--- src/rtl/pipe_wb_delay_chain_pkg.sv ---
// Shared definitions for the writeback delay chain: default widths, entry
// layout width, and the forwarding-lookup result type.
package pipe_wb_delay_chain_pkg;

  // Default payload and register-address widths of the datapath.
  localparam int WB_DSIZE = 16;
  localparam int WB_ASIZE = 4;

  // Entry layout, MSB first: {valid, wen, is_load, rdy, waddr, data}.
  localparam int WB_FLAG_W = 4;

  // Width of one packed chain entry for a given payload/address width.
  function automatic int wb_entry_width(input int dsize, input int asize);
    return WB_FLAG_W + asize + dsize;
  endfunction

  // Outcome of a forwarding query against the chain.
  typedef enum logic [1:0] {
    FWD_NONE   = 2'd0,
    FWD_HIT    = 2'd1,
    FWD_HAZARD = 2'd2
  } fwd_result_e;

endpackage

--- src/rtl/pipe_wb_delay_chain_stage.sv ---
// One register stage of the writeback chain. Holds on stall, clears on kill,
// and optionally replaces a pending load's payload with memory read data.
module pipe_wb_stage
  import pipe_wb_delay_chain_pkg::*;
#(
  parameter  int DSIZE = WB_DSIZE,
  parameter  int ASIZE = WB_ASIZE,
  localparam int EW    = wb_entry_width(DSIZE, ASIZE)
) (
  input  logic             clk,
  input  logic             rst,
  input  logic             stall,
  input  logic             kill,
  input  logic             merge_en,
  input  logic [DSIZE-1:0] mem_rdata,
  input  logic [EW-1:0]    d_entry,
  output logic [EW-1:0]    q_entry
);

  typedef struct packed {
    logic             valid;
    logic             wen;
    logic             is_load;
    logic             rdy;
    logic [ASIZE-1:0] waddr;
    logic [DSIZE-1:0] data;
  } entry_t;

  entry_t d;
  entry_t d_next;
  entry_t q;

  assign d = d_entry;

  // Merge memory data into a not-yet-ready load as it enters this stage.
  always_comb begin
    // NOTE: default assignment first so every path drives d_next; no latch.
    d_next = d;
    if (merge_en && d.valid && d.is_load && !d.rdy) begin
      d_next.data = mem_rdata;
      d_next.rdy  = 1'b1;
    end
  end

  // Stage register: reset/kill clear the entry, stall holds it.
  always_ff @(posedge clk) begin
    // NOTE: non-blocking so every stage samples its neighbour's old value.
    if (rst) begin
      q <= '0;
    end else if (kill) begin
      q <= '0;
    end else if (!stall) begin
      q <= d_next;
    end
  end

  assign q_entry = q;

endmodule

--- src/rtl/pipe_wb_delay_chain.sv ---
// Writeback delay line between EXE_MEM and MEM_WB: DEPTH valid-tagged stages
// with stall, partial flush, load-data merge, forwarding and hazard lookup.
module pipe_wb_delay_chain
  import pipe_wb_delay_chain_pkg::*;
#(
  parameter  int DSIZE       = WB_DSIZE,
  parameter  int ASIZE       = WB_ASIZE,
  parameter  int DEPTH       = 3,
  parameter  int LOAD_STAGE  = 1,
  parameter  int FLUSH_DEPTH = 1,
  parameter  bit ZERO_REG    = 1'b0,
  localparam int OW          = $clog2(DEPTH + 1)
) (
  input  logic             clk,
  input  logic             rst,
  input  logic             in_valid,
  input  logic [DSIZE-1:0] in_data,
  input  logic [ASIZE-1:0] in_waddr,
  input  logic             in_wen,
  input  logic             in_is_load,
  input  logic [DSIZE-1:0] mem_rdata,
  input  logic             stall,
  input  logic             flush,
  input  logic [ASIZE-1:0] raddr1,
  input  logic [ASIZE-1:0] raddr2,
  output logic             fwd_hit1,
  output logic             fwd_hit2,
  output logic [DSIZE-1:0] fwd_data1,
  output logic [DSIZE-1:0] fwd_data2,
  output logic             hazard,
  output logic             out_valid,
  output logic [DSIZE-1:0] out_data,
  output logic [ASIZE-1:0] out_waddr,
  output logic             out_wen,
  output logic [OW-1:0]    occupancy
);

  typedef struct packed {
    logic             valid;
    logic             wen;
    logic             is_load;
    logic             rdy;
    logic [ASIZE-1:0] waddr;
    logic [DSIZE-1:0] data;
  } entry_t;

  typedef struct packed {
    fwd_result_e      kind;
    logic [DSIZE-1:0] data;
  } fwd_t;

  entry_t                in_entry;
  entry_t [DEPTH-1:0]    stage_d;
  entry_t [DEPTH-1:0]    stage_q;
  fwd_t                  fwd1;
  fwd_t                  fwd2;

  // New entry; a flushing cycle never captures the incoming instruction.
  always_comb begin
    in_entry         = '0;
    in_entry.valid   = in_valid & ~flush;
    in_entry.wen     = in_wen;
    in_entry.is_load = in_is_load;
    in_entry.rdy     = ~in_is_load;
    in_entry.waddr   = in_waddr;
    in_entry.data    = in_data;
  end

  // Shift path: stage 0 takes the input, every other stage its younger neighbour.
  always_comb begin
    stage_d[0] = in_entry;
    for (int i = 1; i < DEPTH; i++) begin
      stage_d[i] = stage_q[i-1];
    end
  end

  for (genvar i = 0; i < DEPTH; i++) begin : g_stage
    localparam bit FLUSHABLE = (i < FLUSH_DEPTH);
    localparam bit MERGE     = (i == LOAD_STAGE);

    pipe_wb_stage #(
      .DSIZE (DSIZE),
      .ASIZE (ASIZE)
    ) u_stage (
      .clk       (clk),
      .rst       (rst),
      .stall     (stall),
      .kill      (flush & FLUSHABLE),
      .merge_en  (MERGE),
      .mem_rdata (mem_rdata),
      .d_entry   (stage_d[i]),
      .q_entry   (stage_q[i])
    );
  end

  // Youngest matching writer wins; an unready winner blocks older stages.
  function automatic fwd_t fwd_lookup(input logic [ASIZE-1:0] raddr,
                                      input entry_t [DEPTH-1:0] st);
    fwd_t r;
    logic done;
    r    = '{kind: FWD_NONE, data: '0};
    done = 1'b0;
    for (int i = 0; i < DEPTH; i++) begin
      if (!done && st[i].valid && st[i].wen && st[i].waddr == raddr) begin
        done = 1'b1;
        if (st[i].rdy) begin
          r.kind = FWD_HIT;
          r.data = st[i].data;
        end else begin
          r.kind = FWD_HAZARD;
        end
      end
    end
    if (ZERO_REG && raddr == '0) begin
      r = '{kind: FWD_NONE, data: '0};
    end
    return r;
  endfunction

  // Forwarding queries for both register-read ports.
  always_comb begin
    fwd1 = fwd_lookup(raddr1, stage_q);
    fwd2 = fwd_lookup(raddr2, stage_q);
  end

  assign fwd_hit1  = (fwd1.kind == FWD_HIT);
  assign fwd_hit2  = (fwd2.kind == FWD_HIT);
  assign fwd_data1 = fwd_hit1 ? fwd1.data : '0;
  assign fwd_data2 = fwd_hit2 ? fwd2.data : '0;
  assign hazard    = (fwd1.kind == FWD_HAZARD) | (fwd2.kind == FWD_HAZARD);

  // Number of live entries in the chain.
  always_comb begin
    occupancy = '0;
    for (int i = 0; i < DEPTH; i++) begin
      occupancy = occupancy + OW'(stage_q[i].valid);
    end
  end

  // Oldest stage drives the regfile; the commit is dropped on stall or reset.
  assign out_valid = stage_q[DEPTH-1].valid;
  assign out_data  = stage_q[DEPTH-1].data;
  assign out_waddr = stage_q[DEPTH-1].waddr;
  assign out_wen   = stage_q[DEPTH-1].valid & stage_q[DEPTH-1].wen & ~stall & ~rst;

endmodule
--- config.mk ---
export PLATFORM = sky130hd
export DESIGN_NAME = pipe_wb_delay_chain
export DESIGN_NICKNAME = d
export VERILOG_FILES = /design/src/rtl/pipe_wb_delay_chain_pkg.sv /design/src/rtl/pipe_wb_delay_chain_stage.sv /design/src/rtl/pipe_wb_delay_chain.sv
export SDC_FILE = /design/constraint.sdc
export NUM_CORES = 1
export LEC_CHECK = 0
export CORE_MARGIN = 2
export CORE_UTILIZATION = 44
export DETAILED_ROUTE_END_ITERATION = 7
export PLACE_DENSITY = 0.74
export SETUP_SLACK_MARGIN = 0.3
export SYNTH_ARGS = -nofsm -noshare
export SYNTH_HDL_FRONTEND = slang
export SYNTH_HIERARCHICAL = 1
export SYNTH_SLANG_ARGS = --single-unit
--- constraint.sdc ---
create_clock -name clk -period 2.35 [get_ports clk]
set_clock_uncertainty 0.05 [all_clocks]
set_input_delay 0.235 -clock clk [delete_from_list [all_inputs] [get_ports clk]]
set_output_delay 0.235 -clock clk [all_outputs]
set_load 0.02 [all_outputs]
==> out/metrics.csv, run 1 <==
stage,metric,value,unit
cts,cts_buffers,9,
drt,totalWireLength,14500,µm
layout,design_area,0.00643,mm²
floorplan,ioPinCount,110,
drt,route.met2.wl,6310,µm
layout,final_util,0.667,
power_and_ir_drop,power.clock.fraction,0.364,
layout,fin_nets,718,
drt,wl_per_cell,18.0,µm
place,gp_congestion,0.858,
place,placed_cell_area,0.00593,mm²
critical_path,crit_type,reg -> out,
power_and_ir_drop,peakVddDrop,0.223,mV
cts,cts_root_buf,clkbuf_8,
layout,drive_gt1_frac,0.250,
hold_path,worstHoldPathCells,3,
drt,met3_length,1490,µm
drt,via_per_inst,5.81,
grt,grt_pass1_wl,21900,µm
drt,ant_nets,0,
timing,hold_viol,0,
layout,layout_common_cells,"nor3_1, buf_4, dfxtp_1, clkdlybuf4s50_1, nor2b_1",
cts,clkLatencyLatePin,0.35,ns
floorplan,start_util,0.447,
place,portBuffers,109,
power_and_ir_drop,p_comb_frac,0.156,
cts,cts_max_path_buffers,2,
grt,grt_max_degree,171,
layout,area_delta_synth_final,49.2,%
synthesis,syn_inst,536,
layout,seqCellArea,0.00145,mm²
floorplan,dieArea,0.0106,mm²
timing,final-setup-viol-count,35,
run,drv_cap,0,
drt,firstDrtPassIters,5,
run_status,status,"finished, violations left",
timing,drv_slew,0,
drt,drc,0,
layout,multi_input_area,0.00300,mm²
grt,grt_antenna_before_repair,0,
timing,slew_headroom,0.532,
drt,drtIter0Drc,512,
timing,min_period_over_period,1.10,
critical_path,startpoint_type,flop,
floorplan,core_area,0.00964,mm²
power_and_ir_drop,power_density,416,mW/mm²
run_status,violations,negative setup slack,
floorplan,fp-row-count,36,
timing,worst_pin_slew,0.702,ns
power_and_ir_drop,p_switching,740,µW
critical_path,arrival,2.30,ns
power_and_ir_drop,p_total,2.67,mW
timing,fmax,0.387,GHz
layout,final_common_cell,nor3_1,
place,detailed_place_hpwl,10100,µm
place,preCtsSetupSlack,-0.714,ns
timing,worst_slack,-0.232,ns
cts,clock-sinks,71,
power_and_ir_drop,p_sw_frac,0.277,
layout,largest_reg_flops,71,
synthesis,syn_area,0.00431,mm²
power_and_ir_drop,power.internal,1.93,mW
place,placed_cells,780,
critical_path,r2r_cells,3,
drt,vias,4675,
power_and_ir_drop,p_leak,2.36,nW
cts,cts_max_level,3,
critical_path,cp_max_fo,8,
grt,grt_usage,0.264,
hold_path,hold_class,in -> reg,
critical_path,worstSetupEndpointType,output port,
layout,instances_no_fill,804,
drt,m1WireLength,6470,µm
layout,antenna_cells,0,
layout,fillCellCount,808,
timing,period_minus_slack,2.58,ns
grt,grt_pass1_vias,4074,
cts,cts_tree,done,
timing,rsz0062_at_grt,yes,
drt,maxUsedRoutingLayer,met4,
synthesis,yosysWarnings,6,
power_and_ir_drop,seqPwrFrac,0.480,
cts,clk_pin_slew,0.08,ns
grt,grt-ovfl-total,0,
floorplan,die_h,103,µm
critical_path,crit_required,2.07,ns
synthesis,syn_area_per_cell,8.04,µm²
floorplan,dieWidth,103,µm
power by group through the flow:
stage	clock network (mW)	registers (mW)	logic (mW)
6_report	0.975	1.28	0.416
5_1_grt	1.03	1.29	0.452
4_1_cts	0.984	1.28	0.402
3_5_place_dp	0	1.31	0.399
3_3_place_gp	0	1.31	0.391
2_1_floorplan	0	1.30	0.210
worst paths after layout:
| path | startpoint | endpoint | slack [ns] |
|---|---|---|---|
| worst min register to register | g_stage[2].u_stage/q_entry[22] | g_stage[2].u_stage/q_entry[22] | 0.46 |
| worst max register to register | g_stage[0].u_stage/q_entry[20] | g_stage[1].u_stage/q_entry[13] | 0.62 |
| worst max-delay path | g_stage[2].u_stage/q_entry[19] | fwd_data2[1] | -0.23 |
| worst min-delay path | in_waddr[3] | g_stage[0].u_stage/q_entry[19] | 0.44 |
final cells by class:
| cell class | count | area share |
|---|---|---|
| repair buffers | 165 | 0.251 |
| flip-flops and latches | 71 | 0.225 |
| clock buffers | 9 | 0.0193 |
| well taps | 133 | 0.0259 |
| inverters | 2 | 0.00117 |
| multi-input cells | 417 | 0.467 |
| clock inverters | 7 | 0.0109 |
metrics by stage:
step	setup TNS, ns	hold slack (ns)
after floorplan	0	0.329
after global placement	-22.34	0.429
after detailed placement	-23.01	0.441
after CTS	-6.47	0.454
after global routing	-8.60	0.490
final	-6.18	0.439
per-layer routing:
metal  up-vias  GRT usage
met2       264      0.363
met3        20     0.0386
met5         -          0
li1       2232          -
met4         0     0.0547
met1      2159      0.427
worst max-delay path, cell delays in order, from the launching register on:
cell       delay, ns
dfxtp_4         0.37
xor2_1          0.16
nor4_2          0.31
o21ai_1         0.13
or3_4           0.41
clkbuf_16       0.20
o221ai_2        0.19
buf_4           0.17
repair_timing:
action                                  CTS  global route
buffers inserted                          4             1
endpoints found under the setup margin   37            36
cloned                                    0             3
resized for setup                       221            36
pin swaps                                 6            21
hold buffers                              0             0
Note: power is estimated with default switching activity, not from simulation.
==> run 2: changes to the inputs <==
--- a/config.mk
+++ b/config.mk
@@ -5,6 +5,7 @@
 export SDC_FILE = /design/constraint.sdc
 export NUM_CORES = 1
 export LEC_CHECK = 0
+export CORE_ASPECT_RATIO = 1.25
 export CORE_MARGIN = 2
 export CORE_UTILIZATION = 44
 export DETAILED_ROUTE_END_ITERATION = 7
==> out/metrics.csv, run 2 (synthesis gave the netlist of run 1 again) <==
stage,metric,value,unit
run_status,status,"finished, violations left",
run_status,violations,negative setup slack,
critical_path,reg2reg_from,g_stage[0].u_stage/q_entry[20],
critical_path,crit_start,g_stage[2].u_stage/q_entry[19],
cts,clock-sinks,71,
critical_path,startpoint_type,flop,
grt,grt-ovfl-total,0,
place,detailed_place_hpwl,9840,µm
power_and_ir_drop,power_density,444,mW/mm²
place,gp_congestion,0.909,
critical_path,crit_type,reg -> out,
place,preCtsSetupSlack,-0.776,ns
floorplan,dieArea,0.0106,mm²
timing,rsz0062_at_grt,yes,
drt,totalWireLength,14700,µm
layout,largest_reg_flops,71,
floorplan,start_util,0.451,
critical_path,cp_max_fo,13,
place,portBuffers,109,
layout,final_common_cell,nor3_1,
cts,clk_pin_slew,0.05,ns
cts,postCtsHoldBufs,0,
grt,grt_pass1_vias,4591,
timing,drv_slew,0,
critical_path,arrival,2.31,ns
floorplan,dieWidth,92.5,µm
layout,layout_common_cells,"nor3_1, clkdlybuf4s50_1, dfxtp_1",
layout,fin_nets,719,
timing,min_period_over_period,1.10,
timing,period_minus_slack,2.59,ns
floorplan,core_area,0.00956,mm²
layout,design_area,0.00652,mm²
floorplan,ioPinCount,110,
cts,cts_max_level,3,
drt,drc,0,
drt,vias,4768,
floorplan,die_h,115,µm
hold_path,min_from,in_waddr[0],
timing,hold_viol,0,
timing,worst_slack,-0.243,ns
timing,fmax,0.386,GHz
timing,worst_pin_slew,0.925,ns
layout,area_delta_synth_final,51.3,%
layout,drive_gt1_frac,0.246,
grt,grt_max_degree,171,
floorplan,fp-row-count,40,
cts,clkLatencyLatePin,0.33,ns
drt,via_per_inst,5.97,
power_and_ir_drop,p_total,2.90,mW
cts,cts_max_path_buffers,2,
hold_path,hold_class,in -> reg,
grt,grt_pass1_wl,22700,µm
cts,cts_buffers,9,
grt,grt_usage,0.270,
critical_path,worstSetupEndpointType,output port,
drt,firstDrtPassIters,5,
grt,grt_antenna_before_repair,0,
timing,holdWs,0.465,ns
critical_path,crit_required,2.07,ns
power_and_ir_drop,p_leak,2.33,nW
cts,cts_tree,done,
drt,drtIter0Drc,321,
run,drv_cap,0,
layout,fillCellCount,754,
layout,antenna_cells,0,
drt,ant_nets,0,
place,placed_cell_area,0.00592,mm²
cts,cts_root_buf,clkbuf_16,
timing,slew_headroom,0.380,
power_and_ir_drop,peakVddDrop,0.393,mV
timing,final-setup-viol-count,35,
drt,wl_per_cell,18.4,µm
## run 2: metal layers
layer | vias to the layer above | GRT usage | wire length (µm)
met5 | - | 0 | 0
met4 | 0 | 0.119 | 403
met3 | 39 | 0.0382 | 862
met2 | 203 | 0.464 | 7410
met1 | 2284 | 0.335 | 6000
li1 | 2242 | - | -
## run 2: final timing paths
check                                                       to  slack [ns]  cells past startpoint
worst max-delay path                             fwd_data1[15]       -0.24                      7
worst min-delay path            g_stage[0].u_stage/q_entry[16]        0.46                      3
worst max register to register   g_stage[1].u_stage/q_entry[7]        0.77                      5
worst min register to register   g_stage[1].u_stage/q_entry[1]        0.46                      2
## run 2: repair_timing
action,CTS,global route
pin swaps,18,7
gates cloned,1,0
gates resized for setup,235,26
endpoints found under the setup margin,36,36
buffers inserted,6,1
## run 2: layout make-up
type | count | area (µm²) | share of cell area
Clock inverter | 4 | 22.5 | 0.00345
Timing Repair Buffer | 166 | 1620 | 0.248
Inverter | 2 | 7.51 | 0.00115
Clock buffer | 12 | 236 | 0.0362
Sequential cell | 71 | 1440 | 0.221
Tap cell | 126 | 158 | 0.0242
Multi-Input combinational cell | 417 | 3050 | 0.467
## run 2: power by group
| group | internal [mW] | total (mW) | switching (mW) |
|---|---|---|---|
| clock | 0.709 | 1.20 | 0.492 |
| combinational | 0.208 | 0.420 | 0.212 |
| sequential | 1.24 | 1.28 | 0.0375 |
| total | 2.16 | 2.90 | 0.741 |
## run 2: metrics by stage
| stage | TNS (ns) | util | std cells |
|---|---|---|---|
| 3_5_place_dp | -25.14 | 0.619 | 774 |
| 2_1_floorplan | 0 | - | 545 |
| 5_1_grt | -7.90 | 0.682 | 798 |
| 6_report | -6.04 | 0.682 | 798 |
| 3_3_place_gp | -24.39 | 0.619 | 774 |
| 4_1_cts | -5.93 | 0.664 | 797 |
## run 2: critical path: stages, from the launching register on
cell,delay (ns)
dfxtp_4,0.35
xor2_1,0.18
nor4_2,0.30
o21a_1,0.18
or3b_4,0.41
buf_12,0.18
o221ai_4,0.23
buf_6,0.15
==> run 3: changes to the inputs <==
--- a/config.mk
+++ b/config.mk
@@ -7,11 +7,11 @@
 export LEC_CHECK = 0
 export CORE_ASPECT_RATIO = 1.25
 export CORE_MARGIN = 2
-export CORE_UTILIZATION = 44
+export CORE_UTILIZATION = 43
+export CTS_CLUSTER_DIAMETER = 150
 export DETAILED_ROUTE_END_ITERATION = 7
-export PLACE_DENSITY = 0.74
+export PLACE_DENSITY = 0.77
 export SETUP_SLACK_MARGIN = 0.3
 export SYNTH_ARGS = -nofsm -noshare
 export SYNTH_HDL_FRONTEND = slang
-export SYNTH_HIERARCHICAL = 1
 export SYNTH_SLANG_ARGS = --single-unit
==> constraint.sdc (replaced) <==
create_clock -name clk -period 2.2 [get_ports clk]
set_clock_uncertainty 0.05 [all_clocks]
set_input_delay 0.22 -clock clk [delete_from_list [all_inputs] [get_ports clk]]
set_output_delay 0.22 -clock clk [all_outputs]
set_load 0.02 [all_outputs]
==> out/metrics.csv, run 3 <==
stage,metric,value,unit
hold_path,hold_class,in -> reg,
critical_path,crit_required,1.93,ns
synthesis,synth.most_common_cell,nor2_1,
grt,grt_pass1_wl,16900,µm
critical_path,arrival,2.23,ns
timing,worst_pin_slew,0.609,ns
critical_path,crit_chain,buf_6 > xor2_1 > nor3_2 > nand4_1 > buf_6 > buf_8 > and3_4 > a221o_1 > buf_6,
synthesis,synthArstFlopShare,0,
layout,instances_no_fill,679,
place,placed_cells,653,
layout,layout_common_cells,"nor2_1, mux2i_1, dfxtp_1",
synthesis,syn_area,0.00385,mm²
hold_path,holdPathEnd,g_stage[2].u_stage.q_entry[2],
floorplan,core_area,0.00870,mm²
timing,slew_headroom,0.594,
layout,final_util,0.642,
timing,hold_viol,0,
drt,wl_per_cell,16.4,µm
hold_path,worstHoldPathCells,3,
power_and_ir_drop,power_density,448,mW/mm²
cts,clkLatencyLatePin,0.34,ns
grt,grt_antenna_before_repair,0,
critical_path,cp_max_fo,7,
floorplan,dieWidth,88.6,µm
drt,drtIter0Drc,154,
timing,rsz0062_at_grt,yes,
timing,holdWs,0.417,ns
critical_path,worstSetupEndpointType,output port,
run_status,status,"finished, violations left",
synthesis,synth_top_flop_cell,dfxtp_1,
layout,area_delta_synth_final,45.2,%
run_status,violations,negative setup slack,
floorplan,fp-row-count,38,
timing,setup_tns,-7.12,ns
critical_path,ff2ff_setup_slack,0.64,ns
floorplan,die_h,110,µm
drt,ant_nets,0,
layout,largest_reg_flops,70,
synthesis,syn_inst,428,
cts,clock-sinks,70,
hold_path,min_from,rst,
layout,fin_nets,607,
critical_path,reg2reg_from,g_stage[0].u_stage.q_entry[20],
synthesis,synth_top_area_frac,0.364,
critical_path,r2r_cells,7,
synthesis,syn_area_per_cell,8.99,µm²
synthesis,ys_ff_latch,70,
synthesis,synthTopCellsByArea,"dfxtp_1, mux2i_1, nor2_1",
grt,grt-ovfl-total,0,
cts,cts_root_buf,clkbuf_8,
drt,firstDrtPassIters,4,
timing,period_minus_slack,2.50,ns
drt,totalWireLength,11100,µm
synthesis,ys_seq_area_frac,0.364,
power_and_ir_drop,p_leak,2.49,nW
drt,via_per_inst,5.33,
layout,antenna_cells,0,
grt,grt_pass1_vias,3605,
synthesis,yosysWarnings,0,
place,detailed_place_hpwl,7830,µm
timing,worst_slack,-0.299,ns
floorplan,dieArea,0.00972,mm²
critical_path,crit_type,reg -> out,
grt,grt_max_degree,89,
grt,grt_usage,0.226,
cts,cts_tree,done,
cts,cts_buffers,9,
layout,final_common_cell,nor2_1,
layout,drive_gt1_frac,0.247,
cts,clk_pin_slew,0.08,ns
critical_path,crit_top_cell,buf_6,
synthesis,synthTopCellsByCount,"nor2_1, dfxtp_1, mux2i_1",
power_and_ir_drop,p_total,2.50,mW
cts,cts_max_path_buffers,2,
critical_path,worstReg2RegEnd,g_stage[1].u_stage.q_entry[7],
floorplan,ioPinCount,110,
critical_path,startpoint_type,flop,
cts,postCtsHoldBufs,0,
drt,vias,3616,
timing,drv_slew,0,
cts,cts_max_level,3,
synthesis,synth_top_area_cell,dfxtp_1,
synthesis,yosysUniqueCellTypes,37,
run,drv_cap,0,
place,portBuffers,109,
power_and_ir_drop,peakVddDrop,0.360,mV
synthesis,synth_enable_flop_cells,0,
critical_path,slowest_delay,0.33,ns
place,gp_congestion,0.873,
timing,min_period_over_period,1.14,
floorplan,start_util,0.442,
layout,fillCellCount,742,
timing,fmax,0.400,GHz
critical_path,slowest_stage,dfxtp_2,
synthesis,syn_nets,480,
drt,drc,0,
timing,final-setup-viol-count,35,
-- run 3: worst max-delay path by stage --
stage | start | endpoint | slack, ns | cells past startpoint
floorplan | g_stage[0].u_stage.q_entry[18] | fwd_data1[10] | 0.30 | 7
global placement | raddr2[1] | fwd_data2[2] | -1.05 | 7
detailed placement | raddr2[1] | fwd_data2[1] | -1.11 | 7
CTS | g_stage[0].u_stage.q_entry[17] | fwd_data1[13] | -0.32 | 9
global route | g_stage[0].u_stage.q_entry[17] | fwd_data1[9] | -0.35 | 9
finish | g_stage[0].u_stage.q_entry[17] | fwd_data1[5] | -0.30 | 9
-- run 3: worst max-delay path: cells and delay by family (launching register included) --
family / cells / cell delay (ns)
xor+xnor: 1 / 0.15
compound gates: 1 / 0.27
flops: 1 / 0.33
buf+inv: 4 / 0.60
simple gates: 3 / 0.55
-- run 3: cells by family after synthesis --
group,share of synthesized area
compound gates,0.123
xor+xnor,0.0547
fa+ha+maj,0.00521
buf+inv,0.0804
flops,0.364
mux,0.177
simple gates,0.196
-- run 3: per-layer routing --
layer / share of wire / vias up / GRT usage
met2: 0.55 / 112 / 0.422
met5: 0 / - / 0
li1: - / 1745 / -
met4: 0.027 / 0 / 0.0996
met3: 0.038 / 22 / 0.0315
met1: 0.39 / 1737 / 0.248
-- run 3: through the flow --
step | worst slack (ns) | cell area [µm²]
6_report | -0.299 | 5580
5_1_grt | -0.345 | 5580
4_1_cts | -0.324 | 5480
3_5_place_dp | -1.11 | 5160
3_3_place_gp | -1.05 | 5160
2_1_floorplan | 0.305 | 3850
-- run 3: layout make-up --
| class | count | area [µm²] | area share |
|---|---|---|---|
| clock inverter | 5 | 27.5 | 0.00493 |
| multi-input combinational | 306 | 2250 | 0.403 |
| sequential | 70 | 1410 | 0.252 |
| clock buffer | 10 | 128 | 0.0229 |
| tap | 120 | 150 | 0.0269 |
| inverter | 2 | 7.51 | 0.00134 |
| timing repair buffer | 166 | 1620 | 0.289 |
-- run 3: power breakdown --
part           switching (mW)  internal, mW
clock network           0.465         0.395
logic                   0.147         0.177
registers              0.0248          1.29
total                   0.638          1.87
-- run 3: repair_timing --
item,CTS,global route
gates cloned,1,0
setup buffers,7,3
gates resized for setup,222,19
setup endpoints to repair,38,36
pin swaps,23,6
